<file path="src/rtl/uart_data_rx.sv">
// uart_data_rx
// UART receive stage that decodes 8N1 frames and packs NBYTES = DATA_WIDTH/8
// consecutive bytes into one word. It is the receiving partner of uart_data_tx.
//
// Ports:
//   clk         system clock
//   reset_n     synchronous active-low reset
//   uart_rx     asynchronous serial line, idles high
//   baud_set    rate select 0..4 = 9600/19200/38400/57600/115200, 5..7 = 9600
//   data        last completed word, held until the next word completes
//   rx_done     one-cycle pulse, data valid in the same cycle
//   frame_error one-cycle pulse on a bad stop bit
//   timeout     one-cycle pulse when a partial word is dropped by the gap timer
//   rx_busy     high from start-bit detect until the word ends

module uart_data_rx #(
    parameter int DATA_WIDTH   = 32,
    parameter int MSB_FIRST    = 0,
    parameter int CLK_FREQ     = 50_000_000,
    parameter int TIMEOUT_BITS = 20
) (
    input  logic                  clk,
    input  logic                  reset_n,
    input  logic                  uart_rx,
    input  logic [2:0]            baud_set,
    output logic [DATA_WIDTH-1:0] data,
    output logic                  rx_done,
    output logic                  frame_error,
    output logic                  timeout,
    output logic                  rx_busy
);

    localparam int NBYTES = DATA_WIDTH / 8;
    localparam int BCW    = (NBYTES > 1) ? $clog2(NBYTES) : 1;
    localparam int CW     = $clog2(CLK_FREQ / 9600 + 1);
    localparam int GW     = $clog2(TIMEOUT_BITS * (CLK_FREQ / 9600) + 1);
    localparam logic [BCW-1:0] LAST_BYTE = BCW'(NBYTES - 1);

    typedef enum logic [2:0] {
        IDLE,
        START,
        DATA,
        STOP,
        WAIT_HIGH
    } rxState_e;

    // Bit period minus one for each rate; unused codes fall back to 9600.
    function automatic logic [CW-1:0] baudCount(input logic [2:0] sel);
        case (sel)
            3'd1:    baudCount = CW'(CLK_FREQ / 19200 - 1);
            3'd2:    baudCount = CW'(CLK_FREQ / 38400 - 1);
            3'd3:    baudCount = CW'(CLK_FREQ / 57600 - 1);
            3'd4:    baudCount = CW'(CLK_FREQ / 115200 - 1);
            default: baudCount = CW'(CLK_FREQ / 9600 - 1);
        endcase
    endfunction

    rxState_e              state_q, state_d;
    logic                  syncMeta_q, syncLine_q, lineDly_q;
    logic [CW-1:0]         periodCnt_q, periodCnt_d;
    logic [CW-1:0]         baudCnt_q, baudCnt_d;
    logic [2:0]            bitIdx_q, bitIdx_d;
    logic [7:0]            shift_q, shift_d;
    logic [BCW-1:0]        byteCnt_q, byteCnt_d;
    logic [GW-1:0]         gapCnt_q, gapCnt_d;
    logic [DATA_WIDTH-1:0] wordAsm_q, wordAsm_d;
    logic [DATA_WIDTH-1:0] data_q, data_d;
    logic                  rxDone_q, rxDone_d;
    logic                  frameErr_q, frameErr_d;
    logic                  timeout_q, timeout_d;
    logic                  busy_q, busy_d;

    logic                  startEdge;
    logic [CW-1:0]         halfCnt;
    logic [GW-1:0]         gapLimit;
    logic [DATA_WIDTH-1:0] mergedWord;

    assign startEdge = lineDly_q & ~syncLine_q;
    assign halfCnt   = baudCnt_q >> 1;
    // The gap limit follows the rate latched for the most recent byte.
    assign gapLimit  = GW'(TIMEOUT_BITS) * (GW'(baudCnt_q) + GW'(1));

    // The assembly word with the byte just received dropped into its lane.
    always_comb begin
        mergedWord = wordAsm_q;
        if (MSB_FIRST != 0) begin
            mergedWord[(NBYTES - 1 - int'(byteCnt_q)) * 8 +: 8] = shift_q;
        end else begin
            mergedWord[int'(byteCnt_q) * 8 +: 8] = shift_q;
        end
    end

    // Next-state logic; pulse outputs default low so they last one cycle.
    always_comb begin
        state_d     = state_q;
        periodCnt_d = periodCnt_q;
        baudCnt_d   = baudCnt_q;
        bitIdx_d    = bitIdx_q;
        shift_d     = shift_q;
        byteCnt_d   = byteCnt_q;
        gapCnt_d    = '0;
        wordAsm_d   = wordAsm_q;
        data_d      = data_q;
        rxDone_d    = 1'b0;
        frameErr_d  = 1'b0;
        timeout_d   = 1'b0;
        busy_d      = busy_q;

        case (state_q)
            IDLE: begin
                // A start edge beats a timeout expiring in the same cycle.
                if (startEdge) begin
                    state_d     = START;
                    periodCnt_d = '0;
                    baudCnt_d   = baudCount(baud_set);
                    busy_d      = 1'b1;
                end else if (byteCnt_q != '0) begin
                    if (gapCnt_q == gapLimit - GW'(1)) begin
                        timeout_d = 1'b1;
                        byteCnt_d = '0;
                        busy_d    = 1'b0;
                    end else begin
                        gapCnt_d = gapCnt_q + GW'(1);
                    end
                end
            end

            START: begin
                if (periodCnt_q == halfCnt) begin
                    if (syncLine_q) begin
                        state_d = IDLE;
                        if (byteCnt_q == '0) begin
                            busy_d = 1'b0;
                        end
                    end else begin
                        state_d     = DATA;
                        periodCnt_d = '0;
                        bitIdx_d    = '0;
                    end
                end else begin
                    periodCnt_d = periodCnt_q + CW'(1);
                end
            end

            DATA: begin
                if (periodCnt_q == baudCnt_q) begin
                    periodCnt_d = '0;
                    shift_d     = {syncLine_q, shift_q[7:1]};
                    bitIdx_d    = bitIdx_q + 3'd1;
                    if (bitIdx_q == 3'd7) begin
                        state_d = STOP;
                    end
                end else begin
                    periodCnt_d = periodCnt_q + CW'(1);
                end
            end

            STOP: begin
                if (periodCnt_q == baudCnt_q) begin
                    periodCnt_d = '0;
                    if (syncLine_q) begin
                        state_d = IDLE;
                        if (byteCnt_q == LAST_BYTE) begin
                            data_d    = mergedWord;
                            rxDone_d  = 1'b1;
                            byteCnt_d = '0;
                            busy_d    = 1'b0;
                        end else begin
                            wordAsm_d = mergedWord;
                            byteCnt_d = byteCnt_q + BCW'(1);
                        end
                    end else begin
                        state_d    = WAIT_HIGH;
                        frameErr_d = 1'b1;
                        byteCnt_d  = '0;
                        busy_d     = 1'b0;
                    end
                end else begin
                    periodCnt_d = periodCnt_q + CW'(1);
                end
            end

            // Hold off until the line recovers so a break cannot retrigger.
            WAIT_HIGH: begin
                if (syncLine_q) begin
                    state_d = IDLE;
                end
            end

            default: state_d = IDLE;
        endcase
    end

    // State and output registers; the synchroniser resets to the idle level.
    always_ff @(posedge clk) begin
        if (!reset_n) begin
            state_q     <= IDLE;
            syncMeta_q  <= 1'b1;
            syncLine_q  <= 1'b1;
            lineDly_q   <= 1'b1;
            periodCnt_q <= '0;
            baudCnt_q   <= baudCount(3'd0);
            bitIdx_q    <= '0;
            shift_q     <= '0;
            byteCnt_q   <= '0;
            gapCnt_q    <= '0;
            wordAsm_q   <= '0;
            data_q      <= '0;
            rxDone_q    <= 1'b0;
            frameErr_q  <= 1'b0;
            timeout_q   <= 1'b0;
            busy_q      <= 1'b0;
        end else begin
            state_q     <= state_d;
            syncMeta_q  <= uart_rx;
            syncLine_q  <= syncMeta_q;
            lineDly_q   <= syncLine_q;
            periodCnt_q <= periodCnt_d;
            baudCnt_q   <= baudCnt_d;
            bitIdx_q    <= bitIdx_d;
            shift_q     <= shift_d;
            byteCnt_q   <= byteCnt_d;
            gapCnt_q    <= gapCnt_d;
            wordAsm_q   <= wordAsm_d;
            data_q      <= data_d;
            rxDone_q    <= rxDone_d;
            frameErr_q  <= frameErr_d;
            timeout_q   <= timeout_d;
            busy_q      <= busy_d;
        end
    end

    assign data        = data_q;
    assign rx_done     = rxDone_q;
    assign frame_error = frameErr_q;
    assign timeout     = timeout_q;
    assign rx_busy     = busy_q;

endmodule
</file>
<file path="config.mk">
export PLATFORM = sky130hd
export DESIGN_NAME = uart_data_rx
export DESIGN_NICKNAME = d
export VERILOG_FILES = /design/src/rtl/uart_data_rx.sv
export SDC_FILE = /design/constraint.sdc
export NUM_CORES = 1
export LEC_CHECK = 0
export ABC_AREA = 1
export BUFFER_PORTS_ARGS = -buffer_cell sky130_fd_sc_hd__buf_4
export CAP_MARGIN = 20
export CORE_UTILIZATION = 40
export DETAILED_ROUTE_END_ITERATION = 10
export SLEW_MARGIN = 5
export SYNTH_ARGS = -nofsm -noshare
export SYNTH_HDL_FRONTEND = slang
export SYNTH_SLANG_ARGS = --single-unit
</file>
<file path="constraint.sdc">
create_clock -name clk -period 7.5 [get_ports clk]
set_input_delay 0.375 -clock clk [delete_from_list [all_inputs] [get_ports clk]]
set_output_delay 0.375 -clock clk [all_outputs]
set_load 0.01 [all_outputs]
</file>
==> results.txt <==
Status: finished, final reports clean
CP Cell Sequence: ha_1 -> nand3_1 -> nor4_1 -> nand2_1 -> xor2_1 -> ha_1 -> ha_1 -> nand2_1 -> nor2_1 -> nand3_1 -> nand2_1 -> nand2_1 -> nand2_1 -> nand2_1 -> inv_1 -> nand2_1 -> nand2_1 -> nand2_1 -> nand2_1 -> nor2_2 -> nand2_2 -> nand4_4 -> nor3b_1
Hold Slack: 0.147 ns
Maximum vdd drop: 0.000149 V
Reg2Reg Depth: 23
Required @ worst endpoint: 7.82 ns
Number of port buffers: 41
Area of the multi-input gates: 4330 µm²
Post-route ant nets: 0
Met1 usage: 26.4%
Register area share after synthesis: 33.4%
Placer congestion estimate: 0.879
Min cycle time layout: 4.42 ns
Congestion Overflow GR: 0
TritonCTS clock tree: done
Crit-path slowest cell: dfxtp_1
CP endpoint kind: flip-flop
Synth top area share: 33.4%
Hold-fix buffers, CTS: 0
Core Rows: 50
Routed vias/inst: 5.20
Max Cap Viol: 0
Netlist cell types: 48
Num CTS Buffers: 17
Filler cells: 1887
Initial antenna violation count: 0
I/O pin total: 42
Area grow syn2layout: 12.8%
Syn_nets: 1102
Met3 Track Usage GR: 3.15%
Hold EP: syncMeta_q
First-pass GRT wire length: 31900 µm
Mapped Area: 7620 µm²
EDFF count, synth: 0
Share of layout cells above drive strength 1: 10.8%
Hold Path Class: in2reg
Post-cts sizing count: 0
Crit share post-route: 58.9%
Final Core Density: 46.0%
CTS H-tree depth: 4
Initial Util: 40.7%
Setup TNS: 0 ns
CP startpoint kind: flip-flop
Hold wc startpoint: uart_rx
Final Routed Wirelength: 18900 µm
Diodes inserted: 0
Cell accounting for the most synthesized area: dfxtp_1
Leakage: 4.07 nW
Hold Fails Final Rpt: 0
HPWL Detailed: 13900 µm
Worst-Margin Slew: 0.982 ns
Worst-path clk slew: 0.06 ns
R2R Path Start: baudCnt_q[10]
Max Freq: 0.226 GHz
R2R Setup Slk: 3.08 ns
Detailed Routing Iterations Pass 1: 6
#FFs+latches synth: 127
Drt initial violations: 497
DP Area: 8010 µm²
Grt met2 use: 33.7%
Post-route cell area: 8600 µm²
Clock Path Buffers: 2
Most Crowded Layer GR: met2
Mapped Cells: 1064
CP Class: reg2reg
Slowest stage delay, CP: 0.59 ns
Finish-stage setup viols: 0
Die X: 140 µm
Pwr per Cell Area: 234 nW/µm²
DRC errors left: 0
R2r endpoint: gapCnt_q[14]
Worst endpoint data arrival time: 4.74 ns
Core box area: 18700 µm²
Setup bufs post-CTS: 0
Largest net degree at the start of global routing: 85
Via count: 6942
Maximum fanout along the worst path: 17
Syn Area/Cell: 7.16 µm²
Synth warnings: 0
Synth Flop Type: dfxtp_1
CP dominant cell by count: nand2_1
Reg area: 2540 µm²
GRT Util Overall: 20.0%
Synth async-reset ratio: 0%
Setup Skew: 0.0101 ns
RSZ-0062 raised after global routing: no
Clk root buf: clkbuf_16
Synth area leaders: dfxtp_1 33%, nand2_1 13%, o211a_1 8.3%
Nets: 1128
Die Y: 140 µm
Hold Path Depth: 2
Number of global-route vias before repair: 6568
Max transition margin: 34.4%
Drt wl/cell: 14.1 µm
TritonCTS Sinks: 127
Slew Limit Fails: 0
Worst skew pair latency: 0.42 ns
Die Area: 19600 µm²
through the flow:
step / power [mW] / setup slack (ns) / instances
detailed placement: 1.20 / 3.15 / 1305
finish: 2.01 / 3.08 / 1336
CTS: 2.03 / 3.12 / 1336
floorplan: 1.10 / 4.11 / 1064
global placement: 1.20 / 3.22 / 1305
global route: 2.13 / 2.47 / 1336
cells by family (layout without fill, tap and decap cells):
kind of cell	count (synthesis)	after routing	synth area share, %
compound gates	176	176	17.5
xor+xnor	31	31	3.56
fa+ha+maj	32	32	5.35
buf+inv	174	212	9.75
flops	127	127	33.4
simple gates	524	524	30.5
cell usage in the layout, fill, tap and decap left out, types with 3 or more instances in the layout:
cell        instances
a211oi_1            6
a21oi_1            40
a22oi_1            15
a32oi_1             8
buf_4              43
clkbuf_16          17
clkinv_1            3
clkinvlp_4          4
dfxtp_1           127
ha_1               31
inv_1             128
inv_2               7
inv_6               3
nand2_1           267
nand2_2             7
nand3_1            71
nand4_1            12
nor2_1             96
nor2_2             15
nor3_1             25
nor3b_1             4
nor4_1             15
o211a_1            63
o211ai_1            4
o21ai_0            27
or2_2               3
xnor2_1             8
xor2_1             23
worst max-delay path by stage:
stage / to / cells after the start / startpoint / slack (ns)
4_1_cts: gapCnt_q[14] / 20 / baudCnt_q[10] / 3.12
5_1_grt: gapCnt_q[12] / 23 / baudCnt_q[10] / 2.47
6_report: gapCnt_q[14] / 23 / baudCnt_q[10] / 3.08
3_5_place_dp: gapCnt_q[14] / 21 / baudCnt_q[10] / 3.15
3_3_place_gp: gapCnt_q[14] / 20 / baudCnt_q[1] / 3.22
2_1_floorplan: gapCnt_q[15] / 26 / baudCnt_q[11] / 4.11
synthesized netlist by cell type, types with 2 or more instances:
master and n:
clkinv_1 3, clkbuf_1 13, xnor2_1 8, a211oi_1 6, nand2_1 267, inv_1 128, nand4_1 12, nand3_2 2
dfxtp_1 127, nor3b_1 4, a21oi_1 40, nand3_1 71, o21ai_0 27, xor2_1 23, ha_1 31, or2_2 3
nor4_4 2, a32oi_1 8, o211a_1 63, nor2_2 15, nand2_2 7, nor2_1 96, nor3_1 25, buf_4 5
o211ai_1 4, a22oi_1 15, a21oi_2 2, buf_2 9, nor4_1 15, buf_6 8, o21ai_1 2, inv_2 7
report_power, final:
part | total, mW | switching [mW] | internal (mW)
Clock | 0.822 | 0.316 | 0.507
Combinational | 0.474 | 0.326 | 0.148
Sequential | 0.713 | 0.0239 | 0.689
registers in the layout (all words and copies together), names as in the netlist:
signal	flops
data	32
wordAsm_q	32
gapCnt_q	17
periodCnt_q	13
baudCnt_q	10
shift_q	8
bitIdx_q	3
state_q	3
byteCnt_q	2
frame_error	1
lineDly_q	1
rx_busy	1
rx_done	1
syncLine_q	1
syncMeta_q	1
timeout	1
critical path, delay by kind of cell (launching register included):
family / cells / cell delay (ns)
adders and majority gates: 3 / 0.97
and+or+nand+nor: 18 / 2.48
buffers and inverters: 1 / 0.06
DFF: 1 / 0.59
xor gates and xnor gates: 1 / 0.25
metal layers:
layer | share of wire, % | vias to the layer above
li1 | - | 3587
met1 | 48 | 3172
met2 | 47 | 166
met3 | 4.1 | 17
met4 | 1.4 | 0
met5 | 0 | -
final cells by class:
class                   count  share of cell area, %
multi-input cells         763                   50.4
flip-flops and latches    127                   29.6
inverters                 138                   6.02
clock buffers              19                   5.27
repair buffers             43                   3.75
well taps                 234                   3.41
clock inverters            12                   1.57
(Power assumes the default switching activity.)
